$ cat src/rtl/booth_mul_sched_pkg.sv
// Shared definitions for the booth4_mul operand scheduler: FSM state encoding
// and parameter defaults used by the interface and the top level.
package booth_mul_sched_pkg;

    localparam int DEFAULT_TAG_W = 4;

    typedef enum logic [1:0] {
        ST_IDLE  = 2'd0,
        ST_ISSUE = 2'd1,
        ST_WAIT  = 2'd2,
        ST_PUSH  = 2'd3
    } sched_state_e;

endpackage

$ cat src/rtl/booth_mul_sched_if.sv
// Signal bundle between the scheduler and its environment: operand stream in,
// booth4_mul start/done handshake, and the tagged result stream out.
interface booth_mul_sched_if
    import booth_mul_sched_pkg::*;
#(
    parameter int WIDTH_M = 8,
    parameter int WIDTH_R = 8,
    parameter int TAG_W   = DEFAULT_TAG_W
);

    logic                       in_vld;
    logic                       in_rdy;
    logic [WIDTH_M-1:0]         in_a;
    logic [WIDTH_R-1:0]         in_b;

    logic                       mul_vld;
    logic [WIDTH_M-1:0]         mul_a;
    logic [WIDTH_R-1:0]         mul_b;
    logic [WIDTH_M+WIDTH_R-1:0] mul_out;
    logic                       mul_done;

    logic                       out_vld;
    logic                       out_rdy;
    logic [WIDTH_M+WIDTH_R-1:0] out_prod;
    logic [TAG_W-1:0]           out_tag;
    logic                       out_err;

    // master is the scheduler itself; slave is the producer/multiplier/consumer side.
    modport master (
        input  in_vld, in_a, in_b, mul_out, mul_done, out_rdy,
        output in_rdy, mul_vld, mul_a, mul_b, out_vld, out_prod, out_tag, out_err
    );

    modport slave (
        output in_vld, in_a, in_b, mul_out, mul_done, out_rdy,
        input  in_rdy, mul_vld, mul_a, mul_b, out_vld, out_prod, out_tag, out_err
    );

endinterface

$ cat src/rtl/booth_sched_fifo.sv
// Synchronous FIFO for operand pairs; pointers carry one extra wrap bit so
// full and empty are distinguished without a separate counter.
module booth_sched_fifo #(
    parameter int WIDTH = 16,
    parameter int DEPTH = 4
) (
    input  logic             clk,
    input  logic             rstn,
    input  logic             wr_en_i,
    input  logic [WIDTH-1:0] wr_data_i,
    input  logic             rd_en_i,
    output logic [WIDTH-1:0] rd_data_o,
    output logic             full_o,
    output logic             empty_o
);

    localparam int AW = $clog2(DEPTH);

    logic [WIDTH-1:0] mem_q [DEPTH];
    logic [AW:0]      wr_ptr_q;
    logic [AW:0]      rd_ptr_q;
    logic             do_wr;
    logic             do_rd;

    assign empty_o   = (wr_ptr_q == rd_ptr_q);
    assign full_o    = (wr_ptr_q[AW] != rd_ptr_q[AW]) && (wr_ptr_q[AW-1:0] == rd_ptr_q[AW-1:0]);
    assign rd_data_o = mem_q[rd_ptr_q[AW-1:0]];
    assign do_wr     = wr_en_i && !full_o;
    assign do_rd     = rd_en_i && !empty_o;

    always_ff @(posedge clk or negedge rstn) begin
        if (!rstn) begin
            wr_ptr_q <= '0;
            rd_ptr_q <= '0;
        end else begin
            if (do_wr) wr_ptr_q <= wr_ptr_q + (AW+1)'(1);
            if (do_rd) rd_ptr_q <= rd_ptr_q + (AW+1)'(1);
        end
    end

    // NOTE: storage is deliberately not reset; entries are only visible once the pointers say so.
    always_ff @(posedge clk) begin
        if (do_wr) mem_q[wr_ptr_q[AW-1:0]] <= wr_data_i;
    end

endmodule

$ cat src/rtl/booth_mul_sched.sv
// Operand scheduler for booth4_mul: queues operand pairs, issues one multiply at a
// time, watches for a hung multiplier and returns tagged results on a valid/ready stream.
module booth_mul_sched
    import booth_mul_sched_pkg::*;
#(
    parameter int WIDTH_M = 8,
    parameter int WIDTH_R = 8,
    parameter int DEPTH   = 4,
    parameter int TIMEOUT = 64,
    parameter int TAG_W   = DEFAULT_TAG_W
) (
    input logic               clk,
    input logic               rstn,
    booth_mul_sched_if.master bus
);

    localparam int PROD_W = WIDTH_M + WIDTH_R;
    localparam int WD_W   = $clog2(TIMEOUT + 1);

    sched_state_e       state_q;
    logic               mul_vld_q;
    logic [WIDTH_M-1:0] mul_a_q;
    logic [WIDTH_R-1:0] mul_b_q;
    logic [WD_W-1:0]    wd_q;
    logic [WD_W-1:0]    wd_d;
    logic [PROD_W-1:0]  res_prod_q;
    logic               res_err_q;
    logic [TAG_W-1:0]   tag_q;
    logic               out_vld_q;
    logic [PROD_W-1:0]  out_prod_q;
    logic [TAG_W-1:0]   out_tag_q;
    logic               out_err_q;

    logic               fifo_full;
    logic               fifo_empty;
    logic [PROD_W-1:0]  fifo_rd_data;
    logic               fifo_push;
    logic               fifo_pop;

    assign bus.in_rdy = !fifo_full;
    assign fifo_push  = bus.in_vld && !fifo_full;
    assign fifo_pop   = (state_q == ST_IDLE) && !fifo_empty;
    assign wd_d       = wd_q + WD_W'(1);

    booth_sched_fifo #(
        .WIDTH (PROD_W),
        .DEPTH (DEPTH)
    ) u_fifo (
        .clk       (clk),
        .rstn      (rstn),
        .wr_en_i   (fifo_push),
        .wr_data_i ({bus.in_a, bus.in_b}),
        .rd_en_i   (fifo_pop),
        .rd_data_o (fifo_rd_data),
        .full_o    (fifo_full),
        .empty_o   (fifo_empty)
    );

    // NOTE: non-blocking throughout so every register samples pre-edge values; later assignments override defaults.
    always_ff @(posedge clk or negedge rstn) begin
        if (!rstn) begin
            state_q    <= ST_IDLE;
            mul_vld_q  <= 1'b0;
            mul_a_q    <= '0;
            mul_b_q    <= '0;
            wd_q       <= '0;
            res_prod_q <= '0;
            res_err_q  <= 1'b0;
            tag_q      <= '0;
            out_vld_q  <= 1'b0;
            out_prod_q <= '0;
            out_tag_q  <= '0;
            out_err_q  <= 1'b0;
        end else begin
            mul_vld_q <= 1'b0;
            if (out_vld_q && bus.out_rdy) out_vld_q <= 1'b0;

            case (state_q)
                ST_IDLE: begin
                    if (!fifo_empty) begin
                        {mul_a_q, mul_b_q} <= fifo_rd_data;
                        mul_vld_q          <= 1'b1;
                        state_q            <= ST_ISSUE;
                    end
                end
                ST_ISSUE: begin
                    wd_q    <= '0;
                    state_q <= ST_WAIT;
                end
                ST_WAIT: begin
                    // A completion in the same cycle as the deadline still counts as a product.
                    if (bus.mul_done) begin
                        res_prod_q <= bus.mul_out;
                        res_err_q  <= 1'b0;
                        state_q    <= ST_PUSH;
                    end else if (wd_d == WD_W'(TIMEOUT)) begin
                        res_prod_q <= '0;
                        res_err_q  <= 1'b1;
                        state_q    <= ST_PUSH;
                    end else begin
                        wd_q <= wd_d;
                    end
                end
                ST_PUSH: begin
                    if (!out_vld_q || bus.out_rdy) begin
                        out_vld_q  <= 1'b1;
                        out_prod_q <= res_prod_q;
                        out_tag_q  <= tag_q;
                        out_err_q  <= res_err_q;
                        tag_q      <= tag_q + TAG_W'(1);
                        state_q    <= ST_IDLE;
                    end
                end
                default: state_q <= ST_IDLE;
            endcase
        end
    end

    assign bus.mul_vld  = mul_vld_q;
    assign bus.mul_a    = mul_a_q;
    assign bus.mul_b    = mul_b_q;
    assign bus.out_vld  = out_vld_q;
    assign bus.out_prod = out_prod_q;
    assign bus.out_tag  = out_tag_q;
    assign bus.out_err  = out_err_q;

endmodule

$ cat src/flat_wrapper.sv
// flat-port wrapper written by rule: the top's interface ports become plain ports
module booth_mul_sched_flat import booth_mul_sched_pkg::*;
#(
    parameter int WIDTH_M = 8,
    parameter int WIDTH_R = 8,
    parameter int DEPTH   = 4,
    parameter int TIMEOUT = 64,
    parameter int TAG_W   = DEFAULT_TAG_W
)
  (clk, rstn, bus_in_vld, bus_in_a, bus_in_b, bus_mul_out, bus_mul_done, bus_out_rdy, bus_in_rdy, bus_mul_vld, bus_mul_a, bus_mul_b, bus_out_vld, bus_out_prod, bus_out_tag, bus_out_err);
  booth_mul_sched_if #(.WIDTH_M(WIDTH_M), .WIDTH_R(WIDTH_R), .TAG_W(TAG_W)) bus_i ();
  input logic clk;
  input logic rstn;
  input wire logic [$bits(bus_i.in_vld)-1:0] bus_in_vld;
  input wire logic [$bits(bus_i.in_a)-1:0] bus_in_a;
  input wire logic [$bits(bus_i.in_b)-1:0] bus_in_b;
  input wire logic [$bits(bus_i.mul_out)-1:0] bus_mul_out;
  input wire logic [$bits(bus_i.mul_done)-1:0] bus_mul_done;
  input wire logic [$bits(bus_i.out_rdy)-1:0] bus_out_rdy;
  output wire logic [$bits(bus_i.in_rdy)-1:0] bus_in_rdy;
  output wire logic [$bits(bus_i.mul_vld)-1:0] bus_mul_vld;
  output wire logic [$bits(bus_i.mul_a)-1:0] bus_mul_a;
  output wire logic [$bits(bus_i.mul_b)-1:0] bus_mul_b;
  output wire logic [$bits(bus_i.out_vld)-1:0] bus_out_vld;
  output wire logic [$bits(bus_i.out_prod)-1:0] bus_out_prod;
  output wire logic [$bits(bus_i.out_tag)-1:0] bus_out_tag;
  output wire logic [$bits(bus_i.out_err)-1:0] bus_out_err;
  assign bus_i.in_vld = bus_in_vld;
  assign bus_i.in_a = bus_in_a;
  assign bus_i.in_b = bus_in_b;
  assign bus_i.mul_out = bus_mul_out;
  assign bus_i.mul_done = bus_mul_done;
  assign bus_i.out_rdy = bus_out_rdy;
  assign bus_in_rdy = bus_i.in_rdy;
  assign bus_mul_vld = bus_i.mul_vld;
  assign bus_mul_a = bus_i.mul_a;
  assign bus_mul_b = bus_i.mul_b;
  assign bus_out_vld = bus_i.out_vld;
  assign bus_out_prod = bus_i.out_prod;
  assign bus_out_tag = bus_i.out_tag;
  assign bus_out_err = bus_i.out_err;
  booth_mul_sched #(.WIDTH_M(WIDTH_M), .WIDTH_R(WIDTH_R), .DEPTH(DEPTH), .TIMEOUT(TIMEOUT), .TAG_W(TAG_W)) u_core (.clk(clk), .rstn(rstn), .bus(bus_i));
endmodule
$ cat config.mk
export PLATFORM = sky130hd
export DESIGN_NAME = booth_mul_sched_flat
export DESIGN_NICKNAME = d
export VERILOG_FILES = /design/src/rtl/booth_mul_sched_pkg.sv /design/src/rtl/booth_mul_sched_if.sv /design/src/rtl/booth_sched_fifo.sv /design/src/rtl/booth_mul_sched.sv /design/src/flat_wrapper.sv
export SDC_FILE = /design/constraint.sdc
export NUM_CORES = 1
export LEC_CHECK = 0
export CAP_MARGIN = 20
export CORE_MARGIN = 1.5
export CORE_UTILIZATION = 24
export CTS_BUF_LIST = sky130_fd_sc_hd__clkbuf_16
export DETAILED_ROUTE_END_ITERATION = 12
export SYNTH_ARGS = -nofsm -noshare
export SYNTH_HDL_FRONTEND = slang
export SYNTH_SLANG_ARGS = --single-unit
$ cat constraint.sdc
create_clock -name clk -period 1.83 [get_ports clk]
set_input_delay 0.549 -clock clk [delete_from_list [all_inputs] [get_ports clk]]
set_output_delay 0.549 -clock clk [all_outputs]
set_load 0.05 [all_outputs]
* Yosys cells after proc, flatten, opt, wreduce, memory -nomap -nowiden
Memories as Yosys holds them, arrays and structs flattened. A register that Yosys moved wholly into a read port is not among the register bits. Index checks and enable logic that the tools add are counted.
Word-level totals: flip-flop bits (word level) 59, memory bits (writable) 64, input bits 37, word-level logic and storage cells 68, memories 1
Cells by class: add/sub/neg operators 4, eq/ne operators 12, mux-type cells 19, bitwise operators 1, reduce and logical (&&, ||, !) cells 19
Memory list:
- u_core.u_fifo.mem_q | words 4, width 16, read ports 1, clocked after memory_dff 1, write ports 1, RTL line booth_sched_fifo.sv:19 | logic [WIDTH-1:0] mem_q [DEPTH];
Operator list (count):
- $mux 16 | 2
- $mux 7 | 2
- $pmux 7 s2 | 1
- $mux 1 | 9
- $mux 2 | 4
- $pmux 2 s4 | 1
- $add 7x1->7 const B | 1
- $eq 7x7->1 const B | 1
- $add 3x1->3 const B | 2
- $logic_and 1x1->1 | 6
- $ne 2x2->1 const B | 3
- $reduce_and 2->1 | 3
- $reduce_and 3->1 | 2
- $add 4x1->4 const B | 1
- $eq 2x2->1 const B | 2
- $logic_not 1->1 | 4
- $reduce_bool 2->1 | 2
- $eq 3x3->1 | 1
- $ne 3x2->1 const B | 1
- $eq 2x1->1 const B | 1
- $eq 2x2->1 | 1
- $logic_not 2->1 | 1
- $ne 2x1->1 const B | 1
- $logic_or 1x1->1 | 1
- 2 further kinds | 2

* Logic depth before layout (Yosys ltp)
Gate-level depths: netlist of run 1.
depth in word-level cells 7, gate-level depth with buffers 7, mapped depth without buffers 6

* Cells and area by module
From an unflattened synthesis of run 1, not the netlist that was laid out.
Unflattened totals: cell total of the unflattened synthesis 335, area total of the unflattened synthesis 5680.4 sq um
Modules (own cells, without submodules):
- booth_mul_sched | times used 1, cells each 203, area each 2851.5 sq um, seq. area each 1726.7 sq um
- booth_sched_fifo | times used 1, cells each 132, area each 2829.0 sq um, seq. area each 2072.0 sq um

* Worst setup path after synthesis of run 1
Ideal clock, no wire load.
path type reg-to-reg, start reg u_core.u_fifo.rd_ptr_q[1], end mem u_core.u_fifo.mem_q[3][0] (enable), arrival time 1.715 ns, required time 1.455 ns, path slack -0.260 ns, stages on the path, launching flop included 5, buffers on the path 1, cells stage by stage dfrtp_1 > buf_6 > xnor2_2 > nand3_1 > and3_1
On the way: word-level cells in the longest chain between the ends 7
Ends and longest elaborated chain:
- start: declaration | RTL line booth_sched_fifo.sv:21 | logic [AW:0] rd_ptr_q;
- start signal: assignment | RTL line booth_sched_fifo.sv:37 | if (do_rd) rd_ptr_q <= rd_ptr_q + (AW+1)'(1);
- $eq 2x2->1 * | RTL line booth_sched_fifo.sv:26 | assign full_o = (wr_ptr_q[AW] != rd_ptr_q[AW]) && (wr_ptr_q[AW-1:0] == rd_ptr_q[AW-1:0]);
- $logic_and 1x1->1 * | RTL line booth_sched_fifo.sv:26
- $logic_not 1->1 *
- named net bus_in_rdy | RTL line flat_wrapper.sv:20 | output wire logic [$bits(bus_i.in_rdy)-1:0] bus_in_rdy;
- $logic_and 1x1->1 | RTL line booth_mul_sched.sv:41 | assign fifo_push = bus.in_vld && !fifo_full;
- $logic_and 1x1->1 * | RTL line booth_sched_fifo.sv:28 | assign do_wr = wr_en_i && !full_o;
- $mux 1 * | RTL line booth_sched_fifo.sv:43 | if (do_wr) mem_q[wr_ptr_q[AW-1:0]] <= wr_data_i;
- $mux 1 (implied by the code) * | RTL line booth_sched_fifo.sv:43
- end: declaration | RTL line booth_sched_fifo.sv:19
Mark *: on every way through the listed nets, which the timed path passes. The rest lies on a longest branch.

* Worst setup path after layout of run 1
start reg u_core.u_fifo.rd_ptr_q[0], end out bus_in_rdy
On the way: word-level cells in the longest chain between the ends 3
Ends and longest elaborated chain:
- $eq 2x2->1 | RTL line booth_sched_fifo.sv:26
- $logic_and 1x1->1 | RTL line booth_sched_fifo.sv:26
- $logic_not 1->1 | RTL line booth_mul_sched.sv:40 | assign bus.in_rdy = !fifo_full;
- end: declaration | RTL line flat_wrapper.sv:20
No other way between the ends.

==> results of run 1 <==
## cells by family after synthesis
kind of cell | synth area share (%)
simple gates | 6.96
flops | 63.8
mux | 12.8
fa+ha+maj | 2.73
compound gates | 8.85
buf+inv | 3.01
xor+xnor | 1.87
## state kept, by name (all words and copies together), names as in the netlist, 4 cells and up
| signal | cells |
|---|---|
| u_core.wd_q | 7 |
| u_core.bus.mul_b | 8 |
| u_core.tag_q | 4 |
| u_core.bus.out_prod | 16 |
| u_core.bus.mul_a | 8 |
| u_core.u_fifo.mem_q | 64 |
| u_core.bus.out_tag | 4 |
| u_core.res_prod_q | 16 |
## metal layers
layer | routed length [µm] | vias up
li1 | - | 1635
met5 | 0 | -
met2 | 6520 | 75
met3 | 627 | 13
met1 | 4950 | 1725
met4 | 188 | 0
## per-stage QoR
stage | hold slack, ns | utilization [%] | cell area [µm²] | cells
after CTS | 0.0512 | 33.6 | 8160 | 831
after global routing | 0.0666 | 34.1 | 8290 | 835
after floorplan | 0.253 | - | 5960 | 375
after global placement | 0.456 | 30.9 | 7520 | 794
after detailed placement | 0.467 | 30.9 | 7520 | 794
final | 0.0626 | 34.1 | 8290 | 835
## Yosys cell counts (2+ instances only)
cell type	count
o21ai_0	12
ha_1	13
a22oi_1	2
nand3_4	2
a2bb2oi_1	12
o21ai_2	6
and3_1	6
mux2_1	8
o31ai_1	6
dfrtp_1	75
nor2b_1	6
xor2_1	5
mux2i_1	4
a21oi_1	6
mux2_2	12
clkbuf_1	8
nand2b_1	11
edfxtp_1	64
mux2_4	9
nand2_1	19
mux4_2	16
and2_1	5
xnor2_2	2
o31ai_4	5
buf_6	4
o22a_1	2
nor2_1	6
nand3_1	4
xnor2_1	4
inv_1	20
buf_2	2
## area by class of cell
type / instances / area, µm² / share of cell area, %
Sequential cell: 139 / 3800 / 45.9
Tap cell: 324 / 405 / 4.89
Clock buffer: 17 / 425 / 5.13
Inverter: 20 / 75.1 / 0.906
Clock inverter: 15 / 153 / 1.84
Timing Repair Buffer: 120 / 1360 / 16.3
Multi-Input combinational cell: 200 / 2070 / 25.0
## power by group through the flow
| stage | sequential (mW) | combinational, mW | clock (mW) |
|---|---|---|---|
| after global placement | 5.07 | 7.08 | 0 |
| after CTS | 5.06 | 7.39 | 3.45 |
| after global routing | 5.17 | 7.91 | 3.60 |
| final | 5.05 | 7.38 | 3.35 |
| after detailed placement | 5.12 | 7.22 | 0 |
| after floorplan | 6.36 | 3.21 | 0 |
## timing repair
action	CTS	global route
endpoints found under the hold margin	0	0
setup endpoints to repair	19	22
setup buffers	5	3
cloned	0	1
pin swaps	5	9
resized for setup	8	16
## worst max-delay path, cell delays in order (launching register included)
cell and delay [ns]:
dfrtp_2 0.43, xnor2_2 0.19, nand3_2 0.12, buf_12 0.17
## path summary, 6_finish.rpt
check,depth (start not counted),startpoint,slack [ns],endpoint
setup / recovery,3,u_core.u_fifo.rd_ptr_q[0],-0.06,bus_in_rdy
hold / removal,1,rstn,0.06,u_core.bus.out_prod[9]
setup reg to reg,6,u_core.wd_q[0],0.03,u_core.state_q[1]
hold reg to reg,1,u_core.tag_q[3],0.47,u_core.tag_q[3]
max in group asynchronous,2,rstn,1.20,u_core.bus.mul_a[0]
min in group clk,1,u_core.tag_q[3],0.47,u_core.tag_q[3]
==> flow_summary.json, run 1 <==
{
  "power_frac_comb_pct": 46.8,
  "ys_warn_count": 0,
  "route.detailed.drc": 0,
  "die_x_um": 160,
  "cap_viol_max_count": 0,
  "finalPower_mw": 15.8,
  "yosys.area.top_type": "edfxtp_1",
  "final_common_cell": "dfrtp_1",
  "hold_viol_final": 0,
  "place_congestion": 0.759,
  "clk_pin_slew_ns": 0.06,
  "cts-htree-levels": 4,
  "violations": "negative setup slack",
  "cts_tree": "built",
  "start_util_pct": 24.5,
  "syn_nets": 425,
  "insertion_delay_ns": 0.42,
  "grt_max_degree": 34,
  "syn_area_per_cell_um2": 15.9,
  "wl_mm": 12.3,
  "synth_edf_count": 64,
  "finalSetupTns_ns": -0.0566,
  "die_h_um": 160,
  "period_needed_ns": 1.89,
  "fillCellCount": 2310,
  "async_flop_share_pct": 54.0,
  "drtIter0Drc": 155,
  "synthToLayoutAreaGrowth_pct": 39.3,
  "p_int_mw": 9.85,
  "fmax_ghz": 0.530,
  "num-nets-final": 548,
  "root_buffer": "clkbuf_16",
  "gr-usage-all-layers_pct": 10.1,
  "cts_sinks": 139,
  "holdCritPathClass": "input port to async pin",
  "place_ws_ns": -0.249,
  "p_seq_share_pct": 32.0,
  "grt_pass1_vias": 3657,
  "power.static_leakage_nw": 3.28,
  "crit_required_ns": 1.28,
  "clock_skew_ns": 0.00678,
  "ant_nets": 0,
  "final_cell_mix": "dfrtp_1, edfxtp_1, buf_4, clkdlybuf4s50_1, buf_12",
  "antenna_found_initial": 0,
  "tightest_slew_ns": 0.409,
  "row_count": 57,
  "drtPass1Iterations": 4,
  "ys_top_cells_by_area": "edfxtp_1, dfrtp_1, mux4_2",
  "ys.flop_type": "dfrtp_1",
  "synth_top_area_share_pct": 32.3,
  "net-switching-power_mw": 5.93,
  "ir_drop_mv": 0.932,
  "grt_pass1_wl_mm": 19.8,
  "status": "complete, but fails checks",
  "fp.coreArea_mm2": 0.0243,
  "rsz0062_at_grt": "true",
  "vias": 3448,
  "num_io_pins": 77,
  "synth-seq-area-share_pct": 63.8,
  "p_per_area_mw_per_mm2": 1900,
  "via_per_inst": 4.13,
  "relSlewSlack_pct": 72.7,
  "grt.busiest_layer": "met2",
  "critPathKind": "flip-flop to output port",
  "cp_max_fo": 2,
  "io_buffers": 76,
  "ys_ff_latch": 139,
  "period_share_pct": 103,
  "clockBufferDepth": 2,
  "crit_path_start_kind": "flip-flop",
  "met3_usage_pct": 3.15,
  "wire_per_inst_um": 14.7,
  "cts_hold_buffers": 0,
  "drive_above_1_share_pct": 38.7,
  "synth.cell_area_mm2": 0.00595,
  "diodes": 0,
  "grtUsageMet2_pct": 17.3,
  "final_max_slew_viol_count": 0,
  "grtUsageMet1_pct": 11.8,
  "power_frac_clock_pct": 21.3,
  "globalRouteOverflowTotal": 0,
  "syn_inst": 375,
  "dp_hpwl_mm": 8.45,
  "setup_ws_ns": -0.0566,
  "synth_cell_types": 50,
  "cp-end-kind": "output port",
  "setup_viol": 1,
  "cts_made_buffers": 17,
  "switching_share_pct": 37.6,
  "die_area_mm2": 0.0258,
  "critPathArrivalTime_ns": 1.34
}
(Power assumes the default switching activity.)
==> inputs of run 2 (changes only) <==
--- a/config.mk
+++ b/config.mk
@@ -10,6 +10,7 @@
 export CORE_UTILIZATION = 24
 export CTS_BUF_LIST = sky130_fd_sc_hd__clkbuf_16
 export DETAILED_ROUTE_END_ITERATION = 12
+export DONT_BUFFER_PORTS = 1
 export SYNTH_ARGS = -nofsm -noshare
 export SYNTH_HDL_FRONTEND = slang
 export SYNTH_SLANG_ARGS = --single-unit
==> flow_summary.json, run 2 (synthesis results as in run 1) <==
{
  "rr_worst_depth": 6,
  "clock_skew_ns": 0.00819,
  "finalPower_mw": 14.4,
  "placed_area_mm2": 0.00645,
  "num-nets-final": 457,
  "die_h_um": 160,
  "synthToLayoutAreaGrowth_pct": 22.4,
  "reg2reg_to": "u_core.state_q[1]",
  "grt_max_degree": 76,
  "r2r_start": "u_core.wd_q[1]",
  "tightest_slew_ns": 0.548,
  "ant_nets": 0,
  "wire_per_inst_um": 15.9,
  "hold_viol_final": 75,
  "p_per_area_mw_per_mm2": 1970,
  "final_cells": 744,
  "hold-worst-slack_ns": -0.184,
  "setup_viol": 1,
  "route.detailed.drc": 0,
  "critPathArrivalTime_ns": 1.32,
  "cts-htree-levels": 4,
  "grt_pass1_wl_mm": 19.3,
  "clockBufferDepth": 2,
  "drtPass1Iterations": 5,
  "cp-end-kind": "output port",
  "cts_made_buffers": 17,
  "die_area_mm2": 0.0258,
  "period_needed_ns": 1.87,
  "status": "complete, but fails checks",
  "violations": "negative hold slack, negative setup slack",
  "holdCritPathClass": "input port to async pin",
  "dp.cells": 698,
  "start_util_pct": 24.5,
  "row_count": 57,
  "fp.coreArea_mm2": 0.0243,
  "root_buffer": "clkbuf_16",
  "critPathKind": "flip-flop to output port",
  "insertion_delay_ns": 0.43,
  "via_per_inst": 4.22,
  "drive_above_1_share_pct": 33.3,
  "final_max_slew_viol_count": 0,
  "crit_required_ns": 1.28,
  "drtIter0Drc": 165,
  "period_share_pct": 102,
  "rrSetupSlack_ns": 0.03,
  "relSlewSlack_pct": 63.5,
  "clk_pin_slew_ns": 0.07,
  "power.static_leakage_nw": 2.80,
  "globalRouteOverflowTotal": 0,
  "grt_pass1_vias": 3410,
  "postLayoutCellArea_mm2": 0.00729,
  "vias": 3142,
  "cts_sinks": 139,
  "cts_tree": "built",
  "diodes": 0,
  "final_cell_mix": "dfrtp_1, edfxtp_1, inv_1, buf_4, nand2_1",
  "rsz0062_at_grt": "true",
  "final_common_cell": "dfrtp_1",
  "setup_ws_ns": -0.0435,
  "crit_path_start_kind": "flip-flop",
  "io_buffers": 0,
  "wl_mm": 11.8,
  "cp_max_fo": 3,
  "die_x_um": 160,
  "antenna_found_initial": 0,
  "place_congestion": 0.757,
  "finalSetupTns_ns": -0.0435,
  "num_io_pins": 77,
  "largest_reg_flops": 64,
  "fmax_ghz": 0.534,
  "cap_viol_max_count": 0,
  "ir_drop_mv": 0.794,
  "gr-usage-all-layers_pct": 9.98,
  "dp_hpwl_mm": 7.65
}
-- run 2: power by group --
group          switching (mW)  total (mW)  internal [mW]
clock network            1.53        3.51           1.98
registers                2.10        6.48           4.38
logic                    2.11        4.39           2.28
total                    5.74        14.4           8.64
-- run 2: worst max-delay path by stage --
stage / endpoint / slack, ns / from
2_1_floorplan: u_core.res_prod_q[10] / 0.03 / u_core.wd_q[0]
6_report: bus_in_rdy / -0.04 / u_core.u_fifo.rd_ptr_q[0]
3_5_place_dp: u_core.res_prod_q[14] / -0.05 / u_core.state_q[0]
4_1_cts: bus_in_rdy / -0.09 / u_core.u_fifo.wr_ptr_q[2]
3_3_place_gp: u_core.res_prod_q[12] / 0.03 / u_core.state_q[0]
5_1_grt: bus_in_rdy / -0.12 / u_core.u_fifo.rd_ptr_q[0]
-- run 2: layer usage --
layer  up-vias  wire, µm  global-route usage (%)  part of all wire, %
li1       1442         -                       -                    -
met1      1610      4490                    10.6                   38
met2        76      6260                    17.2                   53
met3        14       893                    4.31                  7.5
met4         0       201                    4.38                  1.7
met5         -         0                       0                    0
-- run 2: final cells by class --
type / instances / area (µm²)
well taps: 324 / 405
repair buffers: 29 / 322
clock buffers: 17 / 425
flip-flops and latches: 139 / 3800
multi-input cells: 200 / 2070
clock inverters: 15 / 193
fillers: 2412 / 17000
inverters: 20 / 75.1
-- run 2: timing repair --
item,CTS,global route
pin swaps,4,5
hold endpoints to repair,75,75
buffers inserted,7,7
endpoints found under the setup margin,16,23
gates resized for setup,4,16
-- run 2: stage by stage --
step                      util, %  worst slack [ns]
after CTS                    29.4           -0.0866
after global placement       26.5            0.0305
after detailed placement     26.5           -0.0531
after global routing         30.0            -0.124
final                        30.0           -0.0435
after floorplan                 -            0.0335
-- run 2: worst max-delay path: stages (launching register included) --
cell and delay (ns):
dfrtp_2 0.44, xnor2_2 0.19, nand3_2 0.10, buf_6 0.17
